$ cat config.mk
export PLATFORM = sky130hd
export DESIGN_NAME = nps_rom_seq
export DESIGN_NICKNAME = d
export VERILOG_FILES = /design/src/rtl/nps_rom_seq.sv
export SDC_FILE = /design/constraint.sdc
export NUM_CORES = 1
export LEC_CHECK = 0
export CAP_MARGIN = 20
export CORE_MARGIN = 1.5
export CORE_UTILIZATION = 30
export DETAILED_ROUTE_END_ITERATION = 6
export DONT_BUFFER_PORTS = 1
export HOLD_SLACK_MARGIN = 0.1
export MAX_ROUTING_LAYER = met4
export SYNTH_ARGS = -nofsm -noshare
export SYNTH_HDL_FRONTEND = slang
export SYNTH_SLANG_ARGS = --single-unit
export TNS_END_PERCENT = 10
$ cat constraint.sdc
create_clock -name clk -period 7.4 [get_ports clk]
set_clock_uncertainty 0.2 [all_clocks]
set_input_delay 0.74 -clock clk [delete_from_list [all_inputs] [get_ports clk]]
set_output_delay 0.74 -clock clk [all_outputs]
set_load 0.1 [all_outputs]
$ cat src/rtl/nps_rom_seq.sv
// nps_rom_seq: address-stream initiator for an NPS ROM.
// On start it issues len consecutive addresses from base, emits a one-cycle
// flush strobe, then waits for the ROM frame-end while counting and summing
// the returned data words.
// Optional macro NPS_ROM_SEQ_TIMEOUT_EN adds a WAIT-state watchdog of TIMEOUT
// cycles that forces completion with err_to set.
module nps_rom_seq #(
  parameter int unsigned DATA_WIDTH = 24,
  parameter int unsigned ADR_WIDTH  = 9,
  parameter int unsigned TIMEOUT    = 1023
) (
  input  logic                            clk,
  input  logic                            reset,
  input  logic                            start,
  input  logic [ADR_WIDTH-1:0]            base,
  input  logic [ADR_WIDTH:0]              len,
  output logic                            vo,
  output logic                            fo,
  output logic [ADR_WIDTH-1:0]            datao,
  input  logic                            vi,
  input  logic                            fi,
  input  logic [DATA_WIDTH-1:0]           datai,
  output logic                            busy,
  output logic                            done,
  output logic [ADR_WIDTH:0]              rcnt,
  output logic [DATA_WIDTH+ADR_WIDTH:0]   sum,
  output logic                            err_len,
  output logic                            err_to
);

  localparam int unsigned LEN_W = ADR_WIDTH + 1;
  localparam int unsigned SUM_W = DATA_WIDTH + ADR_WIDTH + 1;

  typedef enum logic [2:0] {
    S_IDLE  = 3'd0,
    S_ISSUE = 3'd1,
    S_FLUSH = 3'd2,
    S_WAIT  = 3'd3,
    S_DONE  = 3'd4
  } state_e;

  state_e               state_q, state_d;
  logic [LEN_W-1:0]     len_q, len_d;
  logic [LEN_W-1:0]     left_q, left_d;
  logic [ADR_WIDTH-1:0] datao_q, datao_d;
  logic [LEN_W-1:0]     rcnt_q, rcnt_d;
  logic [SUM_W-1:0]     sum_q, sum_d;
  logic                 vo_q, vo_d;
  logic                 fo_q, fo_d;
  logic                 busy_q, busy_d;
  logic                 done_q, done_d;
  logic                 err_len_q, err_len_d;
  logic                 err_to_q, err_to_d;
  logic                 collect;
  logic                 wd_expire;

`ifdef NPS_ROM_SEQ_TIMEOUT_EN
  localparam int unsigned WD_W = (TIMEOUT > 1) ? $clog2(TIMEOUT) : 1;
  logic [WD_W-1:0] wd_q;

  // Watchdog: zero outside WAIT, counts each WAIT cycle
  always_ff @(posedge clk) begin
    if (reset || (state_q != S_WAIT)) wd_q <= '0;
    else                              wd_q <= wd_q + WD_W'(1);
  end

  assign wd_expire = (state_q == S_WAIT) && (wd_q == WD_W'(TIMEOUT - 1));
`else
  assign wd_expire = 1'b0;
`endif

  // Returned words count only while a sequence is in flight
  assign collect = vi && ((state_q == S_ISSUE) || (state_q == S_FLUSH) ||
                          (state_q == S_WAIT));

  // State register
  always_ff @(posedge clk) begin
    if (reset) state_q <= S_IDLE;
    else       state_q <= state_d;
  end

  // Next-state logic
  always_comb begin
    state_d = state_q;
    case (state_q)
      S_IDLE:  if (start) state_d = (len != '0) ? S_ISSUE : S_FLUSH;
      S_ISSUE: if (left_q == '0) state_d = S_FLUSH;
      S_FLUSH: state_d = S_WAIT;
      S_WAIT:  if (fi || wd_expire) state_d = S_DONE;
      S_DONE:  state_d = S_IDLE;
      default: state_d = S_IDLE;
    endcase
  end

  // Output and datapath next values; strobes follow the upcoming state
  always_comb begin
    vo_d      = (state_d == S_ISSUE);
    fo_d      = (state_d == S_FLUSH);
    busy_d    = (state_d != S_IDLE);
    done_d    = (state_d == S_DONE);
    len_d     = len_q;
    left_d    = left_q;
    datao_d   = datao_q;
    rcnt_d    = rcnt_q;
    sum_d     = sum_q;
    err_len_d = err_len_q;
    err_to_d  = err_to_q;

    if (collect) begin
      rcnt_d = rcnt_q + LEN_W'(1);
      sum_d  = sum_q + SUM_W'(datai);
    end

    case (state_q)
      S_IDLE: begin
        if (start) begin
          len_d     = len;
          rcnt_d    = '0;
          sum_d     = '0;
          err_len_d = 1'b0;
          err_to_d  = 1'b0;
          if (len != '0) begin
            datao_d = base;
            left_d  = len - LEN_W'(1);
          end
        end
      end
      S_ISSUE: begin
        if (left_q != '0) begin
          datao_d = datao_q + ADR_WIDTH'(1);
          left_d  = left_q - LEN_W'(1);
        end
      end
      S_WAIT: begin
        if (fi || wd_expire) begin
          err_len_d = (rcnt_d != len_q);
          err_to_d  = !fi && wd_expire;
        end
      end
      default: ;
    endcase
  end

  // Output and datapath registers
  always_ff @(posedge clk) begin
    if (reset) begin
      len_q     <= '0;
      left_q    <= '0;
      datao_q   <= '0;
      rcnt_q    <= '0;
      sum_q     <= '0;
      vo_q      <= 1'b0;
      fo_q      <= 1'b0;
      busy_q    <= 1'b0;
      done_q    <= 1'b0;
      err_len_q <= 1'b0;
      err_to_q  <= 1'b0;
    end else begin
      len_q     <= len_d;
      left_q    <= left_d;
      datao_q   <= datao_d;
      rcnt_q    <= rcnt_d;
      sum_q     <= sum_d;
      vo_q      <= vo_d;
      fo_q      <= fo_d;
      busy_q    <= busy_d;
      done_q    <= done_d;
      err_len_q <= err_len_d;
      err_to_q  <= err_to_d;
    end
  end

  assign vo      = vo_q;
  assign fo      = fo_q;
  assign datao   = datao_q;
  assign busy    = busy_q;
  assign done    = done_q;
  assign rcnt    = rcnt_q;
  assign sum     = sum_q;
  assign err_len = err_len_q;
  assign err_to  = err_to_q;

endmodule

==> results of run 1 <==
## state kept, by name (all words and copies together) (netlist names)
register and flops:
state_q 3, busy 1, err_len 1, rcnt 10, vo 1, len_q 10, left_q 10, done 1
sum 34, fo 1, datao 9
## final timing paths
kind | slack, ns | from | to | depth (start not counted)
hold reg to reg | 0.26 | len_q[5] | len_q[5] | 2
setup reg to reg | 3.43 | sum[0] | sum[26] | 9
setup / recovery | 3.43 | sum[0] | sum[26] | 9
hold / removal | 0.25 | reset | len_q[8] | 1
## cell usage after synthesis (all sizes together) (4+ instances only)
cell type  instances  area, um^2
ha                27         338
a31oi             14        87.6
xnor2             16         140
a21oi             82         418
nor3              19         100
o211ai             9        72.6
dfxtp             81        1620
nor3b              5        42.5
a32o               4        40.0
a211o              5        43.8
a21o              12        90.1
o21ai             45         225
nor2b              8        50.1
and4               8        71.3
a21boi             5        37.5
a211oi             8        65.1
xor2              11        96.3
o31ai              8        60.1
nor2              62         240
buf               19        95.1
inv               12        45.0
mux2i              6        60.1
and3               5        31.3
nand3             31         155
or4                4        30.0
o21a               5        37.5
or3               10        62.6
nand2            109         412
and2               4        25.0
clkbuf            21        80.1
nand4             14        93.8
or2                4        25.0
nand2b             9        63.8
nor4              12        81.3
## logic make-up (layout without fill, tap and decap cells)
group / count (synthesis) / in the layout / share of synthesized area [%]
and+or+nand+nor: 316 / 316 / 28.6
AOI/OAI and AO/OA: 228 / 228 / 26.2
DFF: 81 / 81 / 29.0
buffers and inverters: 52 / 43 / 3.94
adders and majority gates: 28 / 28 / 6.40
xor gates and xnor gates: 27 / 27 / 4.23
muxes: 8 / 8 / 1.48
other: 1 / 1 / 0.0671
## placed cells by master (no fill, tap or decap), types with 4 or more instances in the layout
cell	netlist	routed
and4_1	7	7
a31oi_1	14	14
nand2_1	108	108
nor2b_1	8	8
a211o_1	5	5
nor3b_1	4	4
buf_4	2	13
xor2_1	11	11
and3_1	5	5
or4_1	4	4
nor3_1	18	18
nor2_1	59	59
a21o_1	12	12
xnor2_1	16	16
o21ai_0	32	32
mux2i_1	6	6
or3_1	10	10
o21ai_1	13	13
nand4_1	13	13
ha_1	27	27
a21oi_1	80	80
nand2b_1	8	8
a32o_1	4	4
a211oi_1	7	7
dfxtp_1	81	81
o21a_1	5	5
inv_1	12	12
o211ai_1	8	8
o31ai_1	8	8
nand3_1	31	31
clkbuf_16	0	9
nor4_1	11	11
## routing by layer
metal / wire, um / up-vias
met5: 0 / -
met4: 241 / 0
met3: 1260 / 22
met2: 7710 / 162
met1: 7510 / 2543
li1: - / 2708
## metrics by stage
step	util (%)	total power, mW	setup slack, ns	hold slack, ns	cell area [um^2]
3_3_place_gp	32.0	1.36	3.46	0.255	5800
4_1_cts	33.5	1.82	3.44	0.236	6090
5_1_grt	33.7	1.92	3.18	0.235	6120
6_report	33.7	1.81	3.43	0.247	6120
3_5_place_dp	32.0	1.36	3.46	0.261	5800
2_1_floorplan	-	1.23	4.24	0.245	5590
## power groups by stage
stage	Clock, mW	Sequential [mW]	Combinational, mW
after detailed placement	0	0.813	0.549
after CTS	0.462	0.804	0.550
final	0.449	0.804	0.553
after global placement	0	0.812	0.544
after floorplan	0	0.790	0.443
after global routing	0.481	0.814	0.624
## cell type report
type | count | area share, %
multi-input combinational | 608 | 61.3
sequential | 81 | 26.5
tap | 229 | 4.68
clock buffer | 9 | 3.68
timing repair buffer | 15 | 2.11
clock inverter | 7 | 1.02
inverter | 12 | 0.736
==> flow_summary.json, run 1 <==
{
  "placed_cells": 943,
  "grt_first_pass_wirelength_um": 26900,
  "area_growth_syn_to_layout_pct": 9.44,
  "vias": 5435,
  "io_pins": 107,
  "drtPass1Iterations": 7,
  "htree_levels": 3,
  "io_buffers": 0,
  "initial_core_util_pct": 30.8,
  "num_antenna_cells": 0,
  "setup_viol": 0,
  "clockBufferDepth": 2,
  "switching_share_pct": 48.7,
  "grt.overflow.total": 0,
  "hold_path.class": "input pin to flop",
  "grt_setup_unrepaired": "false",
  "drt_wl_total_um": 16700,
  "gr-usage-met1_pct": 21.9,
  "yosys_most_used_dff": "dfxtp_1",
  "multiInputGateArea_mm2": 0.00375,
  "ys_seq_area_share_pct": 29.0,
  "cts.repair.resized": 0,
  "core-area_mm2": 0.0181,
  "grt-busiest-layer": "met2",
  "status": "complete, but fails checks",
  "synth_edf_count": 0,
  "drcViolationCount": 9,
  "path_cells": "ha_1 > inv_1 > fa_1 > nor2b_1 > o2111ai_1 > a21oi_1 > o21ai_1 > o21ai_0 > mux2i_1",
  "grt_max_degree": 37,
  "viasPerCell": 5.66,
  "use_met2_pct": 28.4,
  "peakVddDrop_uv": 286,
  "final_nets": 803,
  "cp-start-kind": "flop",
  "violations": "DRC",
  "grt_pass1_vias": 5048,
  "path_max_fanout": 11,
  "die_w_um": 140,
  "drt_iter0_markers": 397,
  "clkPwrFrac_pct": 24.9,
  "antenna_left": 0,
  "post_cts_buffers": 0,
  "synth_warnings": 0,
  "drive_above_1_share_pct": 7.10,
  "dp_hpwl_um": 12200,
  "synthesis.area_mm2": 0.00559,
  "final-seq-area_mm2": 0.00162,
  "critPathRequiredTime_ns": 7.49,
  "grt_use_met3_pct": 4.82,
  "endpoint_kind": "flop",
  "clkSinkCount": 81,
  "tightestPinTransition_ns": 1.12,
  "die_area_mm2": 0.0195,
  "ys_types": 83,
  "grt_usage_pct": 17.8,
  "setup_tns_ns": 0,
  "root_buffer": "clkbuf_16",
  "antenna_found_initial": 0,
  "crit_slowest_cell": "dfxtp_1",
  "synthesis.nets": 817,
  "worst_path_largest_cell_delay_ns": 0.97,
  "die_h_um": 140,
  "cap_violations": 0,
  "hold_viol": 0,
  "path_buf_inv": 1,
  "worst_ep_arrival_time_ns": 4.06,
  "slew_headroom_pct": 25.5,
  "p_per_area_mw_per_mm2": 295,
  "p_leak_nw": 2.28,
  "tritoncts": "built",
  "synthArstFlopShare_pct": 0,
  "synth_area_per_cell_um2": 7.55,
  "fin_cells": 961,
  "fin_crit_sh_pct": 53.6,
  "clk_pin_slew_ns": 0.07,
  "synthCells": 741,
  "clock_latency_ns": 0.35,
  "seqPwrFrac_pct": 44.5,
  "slew_viol_final": 0,
  "cts_inserted_buffers": 9,
  "synth_seq_cells": 81,
  "fillers": 1972,
  "postCtsHoldBufs": 0,
  "crit_family": "compound AO/OA/AOI/OAI gates",
  "power_switching_mw": 0.880,
  "final.min_clock_period_ns": 3.97,
  "num_rows": 49,
  "gp_congestion": 0.875,
  "worstSetupPathType": "flop to flop",
  "pwr-share-comb_pct": 30.6,
  "max_freq_mhz": 252,
  "intPower_mw": 0.926,
  "wl_per_cell_um": 17.4
}
Note: power is estimated with default switching activity, not from simulation.
==> run 2, diff against run 1 <==
- clock period: 7.4 -> 3.7 ns (I/O delays scaled with it)
==> run 2 against run 1 <==
The flow still finishes with violations (DRC); die area is the same; non-clock buffer count grew 67; clock-buffer cell count is the same; combinational power grew to 2.9 times the previous value; first-iteration DRC count shrank 15%; fmax grew 28%; setup slack lost 2.8 ns; largest cell class unchanged.
==> flow_summary.json, run 2 (synthesis gave the netlist of run 1 again) <==
{
  "hold_viol": 0,
  "dp_hpwl_um": 12500,
  "area_growth_syn_to_layout_pct": 19.8,
  "die_h_um": 140,
  "final_nets": 870,
  "clockBufferDepth": 2,
  "drtPass1Iterations": 7,
  "vias": 5726,
  "rrSetupSlack_ns": 0.60,
  "antenna_left": 0,
  "setup_tns_ns": 0,
  "fin_crit_sh_pct": 83.9,
  "core-area_mm2": 0.0181,
  "num_rows": 49,
  "viasPerCell": 5.57,
  "drcViolationCount": 9,
  "peakVddDrop_uv": 333,
  "p_leak_nw": 2.62,
  "status": "complete, but fails checks",
  "num_antenna_cells": 0,
  "layout_common_cells": "108 x nand2_1, 81 x dfxtp_1, 80 x a21oi_1, 59 x nor2_1, 59 x buf_4",
  "fin_cells": 1028,
  "cts_inserted_buffers": 9,
  "grt_pass1_vias": 5429,
  "grt_first_pass_wirelength_um": 28200,
  "clkSinkCount": 81,
  "grt_max_degree": 35,
  "wl_per_cell_um": 16.7,
  "whs_path_depth": 3,
  "slew_headroom_pct": 28.8,
  "grt_setup_unrepaired": "false",
  "p_per_area_mw_per_mm2": 564,
  "r2r-end": "left_q[4]",
  "post_cts_buffers": 0,
  "grt.overflow.total": 0,
  "max_freq_mhz": 322,
  "crit_slowest_cell": "a22oi_2",
  "clock_latency_ns": 0.35,
  "hold_path.class": "input pin to flop",
  "antenna_found_initial": 0,
  "gp_congestion": 0.886,
  "endpoint_kind": "flop",
  "cap_violations": 0,
  "path_cells": "nor4_1 > nand3_1 > a22oi_2 > o21ai_0 > a21oi_1 > dlygate4sd3_1",
  "placed_cells": 989,
  "clk_pin_slew_ns": 0.08,
  "initial_core_util_pct": 30.8,
  "tritoncts": "built",
  "grt_usage_pct": 18.6,
  "path_max_fanout": 18,
  "timing.final.ws_setup_ns": 0.597,
  "mostFrequentLayoutCell": "nand2_1",
  "r2r_cells": 6,
  "drt_iter0_markers": 337,
  "cp-start-kind": "flop",
  "root_buffer": "clkbuf_16",
  "largest_reg_flops": 34,
  "io_buffers": 0,
  "setup_viol": 0,
  "final.min_clock_period_ns": 3.10,
  "htree_levels": 3,
  "die_w_um": 140,
  "reg2reg_from": "left_q[4]",
  "worst_ep_arrival_time_ns": 3.20,
  "drt_wl_total_um": 17200,
  "tightestPinTransition_ns": 1.07,
  "post-place-ws_ns": 0.941,
  "hp-start": "base[8]",
  "critPathRequiredTime_ns": 3.80,
  "hold_end": "datao[8]",
  "io_pins": 107,
  "worstSetupPathType": "flop to flop",
  "slew_viol_final": 0,
  "violations": "DRC",
  "total_power_mw": 3.77,
  "worst_path_largest_cell_delay_ns": 0.74,
  "drive_above_1_share_pct": 12.3,
  "die_area_mm2": 0.0195
}
run 2: power by group:
group          leakage [nW]  switching [mW]  internal [mW]
Clock                 0.153           0.419          0.538
Sequential            0.659           0.225          0.989
Combinational          1.81            1.12          0.479
Total                  2.62            1.77           2.01
run 2: routing by layer:
metal  track usage [%]  vias to the layer above  share of wire (%)
li1                  -                     2854                  -
met1              22.6                     2646                 44
met2              30.0                      202                 47
met3              4.82                       24                7.6
met4              5.66                        0                1.6
met5                 -                        -                  0
run 2: cell type report:
cell class	count	area (um^2)
Inverter	12	45.0
Timing Repair Buffer	82	683
Sequential cell	81	1620
Clock inverter	7	85.1
Fill cell	1928	11500
Clock buffer	9	225
Multi-Input combinational cell	608	3750
Tap cell	229	287
run 2: worst max-delay path by stage:
stage                     startpoint         to  slack (ns)  cells after the start
final                      left_q[4]  left_q[4]        0.60                      6
after global routing       left_q[4]  left_q[4]        0.25                      6
after CTS                  left_q[4]  left_q[4]        0.68                      6
after detailed placement     sum[13]    sum[27]        0.94                      8
after global placement       sum[13]    sum[27]        1.01                      8
after floorplan               sum[0]    sum[26]        0.54                     10
run 2: metrics by stage:
step	hold slack [ns]	utilization (%)	instance area, um^2
after floorplan	0.245	-	5590
after global placement	0.246	33.9	6150
after detailed placement	0.247	33.9	6150
after CTS	0.112	36.9	6700
after global routing	0.144	36.9	6700
final	0.143	36.9	6700
run 2: worst max-delay path, delay by kind of cell, from the launching register on:
family	cells	cell delay (ns)
buffers and inverters	1	0.55
AO/OA/AOI/OAI	3	1.15
flip-flops	1	0.36
AND/OR/NAND/NOR	2	0.78
run 2: repair_timing:
item	in CTS	in global routing
endpoints found under the hold margin	37	0
hold buffers	23	0
resized for setup	0	0
==> run 3, diff against run 2 <==
- clock period: 3.7 -> 3.1 ns (I/O delays scaled with it)
==> run 3 against run 2 <==
The run still ends with DRC left; core utilization grew 0.61 points; via count grew 0.42%; final area grew 1.6%; final cell count grew 1.4%; register-to-register slack lost 0.25 ns; combinational power grew 27%; sequential share of layout area shrank 0.37 points; non-clock buffer count grew 14; largest cell class unchanged; routed wire length grew 1.5%; setup slack lost 0.28 ns; clock-buffer cell count is the same; hold slack lost 0.026 ns.
==> flow_summary.json, run 3 (synthesis gave the netlist of run 1 again) <==
{
  "status": "complete, but fails checks",
  "violations": "DRC",
  "gp_congestion": 0.902,
  "r2r-end": "left_q[9]",
  "hold_path.class": "input pin to flop",
  "grt_max_degree": 35,
  "grt_first_pass_wirelength_um": 28300,
  "clk_pin_slew_ns": 0.07,
  "clkSinkCount": 81,
  "cap_violations": 0,
  "dp_hpwl_um": 12800,
  "fillers": 1913,
  "cp-start-kind": "input pin",
  "slew_viol_final": 0,
  "final_nets": 884,
  "grt_pass1_vias": 5379,
  "vias": 5750,
  "endpoint_kind": "flop",
  "wl_per_cell_um": 16.7,
  "drcViolationCount": 8,
  "die_h_um": 140,
  "met2_wirelength_um": 7860,
  "max_freq_mhz": 359,
  "largest_reg_flops": 34,
  "initial_core_util_pct": 30.8,
  "grt_setup_unrepaired": "false",
  "die_w_um": 140,
  "grt.overflow.total": 0,
  "final.min_clock_period_ns": 2.79,
  "post-place-ws_ns": 0.447,
  "layout_common_cells": "108 x nand2_1, 80 x a21oi_1, 80 x dfxtp_1, 70 x buf_4, 59 x nor2_1",
  "tritoncts": "built",
  "timing.final.ws_setup_ns": 0.314,
  "hold_slack_ns": 0.117,
  "top_layer": "met4",
  "viasPerCell": 5.52,
  "mostFrequentLayoutCell": "nand2_1",
  "tightestPinTransition_ns": 1.07,
  "core-area_mm2": 0.0181,
  "worst_ep_arrival_time_ns": 2.83,
  "die_area_mm2": 0.0195,
  "io_buffers": 0,
  "area_growth_syn_to_layout_pct": 21.7,
  "setup_viol": 0,
  "grt_usage_pct": 18.7,
  "post-route-util_pct": 37.5,
  "cts_inserted_buffers": 9,
  "r2r_cells": 7,
  "io_pins": 107,
  "setup_tns_ns": 0,
  "drive_above_1_share_pct": 13.5,
  "worstSetupEndpoint": "sum[12]",
  "drt_wl_total_um": 17400,
  "antenna_found_initial": 0,
  "num_antenna_cells": 0,
  "drt_iter0_markers": 333,
  "wl_met1_um": 8030,
  "drtPass1Iterations": 7,
  "reg2reg_from": "state_q[0]",
  "crit_start": "datai[0]",
  "slew_headroom_pct": 28.8,
  "num_rows": 49,
  "peakVddDrop_uv": 408,
  "p_leak_nw": 2.69,
  "clock_latency_ns": 0.36,
  "path_max_fanout": 11,
  "htree_levels": 3,
  "root_buffer": "clkbuf_16",
  "fin_crit_sh_pct": 89.9,
  "critPathRequiredTime_ns": 3.14,
  "dr_wl_met3_um": 1290,
  "rrSetupSlack_ns": 0.35,
  "worstSetupPathType": "input pin to flop",
  "hold_viol": 0,
  "clockBufferDepth": 2,
  "antenna_left": 0,
  "p_per_area_mw_per_mm2": 667
}
## run 3: cell type report
cell class	count	area (um^2)	area share, %
clock buffers	9	225	3.31
clock inverters	7	81.3	1.19
inverters	12	45.0	0.662
multi-input cells	608	3750	55.1
flip-flops and latches	81	1620	23.8
well taps	229	287	4.21
repair buffers	96	796	11.7
## run 3: repair_timing
action / in CTS / in global routing
buffers inserted: 0 / 0
endpoints found under the hold margin: 38 / 0
hold buffers: 26 / 0
gates resized for setup: 0 / 0
## run 3: layer usage
metal	global-route usage [%]	vias up
li1	-	2877
met1	24.3	2651
met2	28.8	200
met3	4.03	22
met4	6.10	0
met5	-	-
## run 3: worst max-delay path, stage by stage
cell	delay (ns)
dlygate4sd3_1	0.55
ha_1	0.24
inv_1	0.07
fa_1	0.17
nor2b_1	0.07
o2111ai_1	0.30
a21oi_1	0.12
buf_4	0.20
o31a_1	0.26
or3_1	0.30
a32o_1	0.24
## run 3: power by group
| part | internal (mW) | total, mW | switching (mW) |
|---|---|---|---|
| sequential | 1.18 | 1.40 | 0.224 |
| combinational | 0.615 | 2.03 | 1.41 |
| clock | 0.576 | 1.11 | 0.533 |
| total | 2.37 | 4.54 | 2.17 |
## run 3: how the worst min path moves through the flow
stage                  start         to  slack, ns  cells past startpoint
floorplan           len_q[4]   len_q[4]       0.24                      2
global placement       reset  left_q[9]       0.18                      1
global route        datai[1]     sum[1]       0.11                      3
CTS                   len[3]  left_q[4]       0.10                      3
detailed placement     reset   len_q[7]       0.19                      1
finish              datai[1]     sum[1]       0.12                      3
## run 3: per-stage QoR
step	power [mW]	instance area, um^2	std cells
final	4.54	6810	1042
after detailed placement	3.39	6230	1000
after CTS	4.56	6810	1042
after floorplan	2.94	5590	741
after global routing	4.81	6810	1042
after global placement	3.38	6230	1000
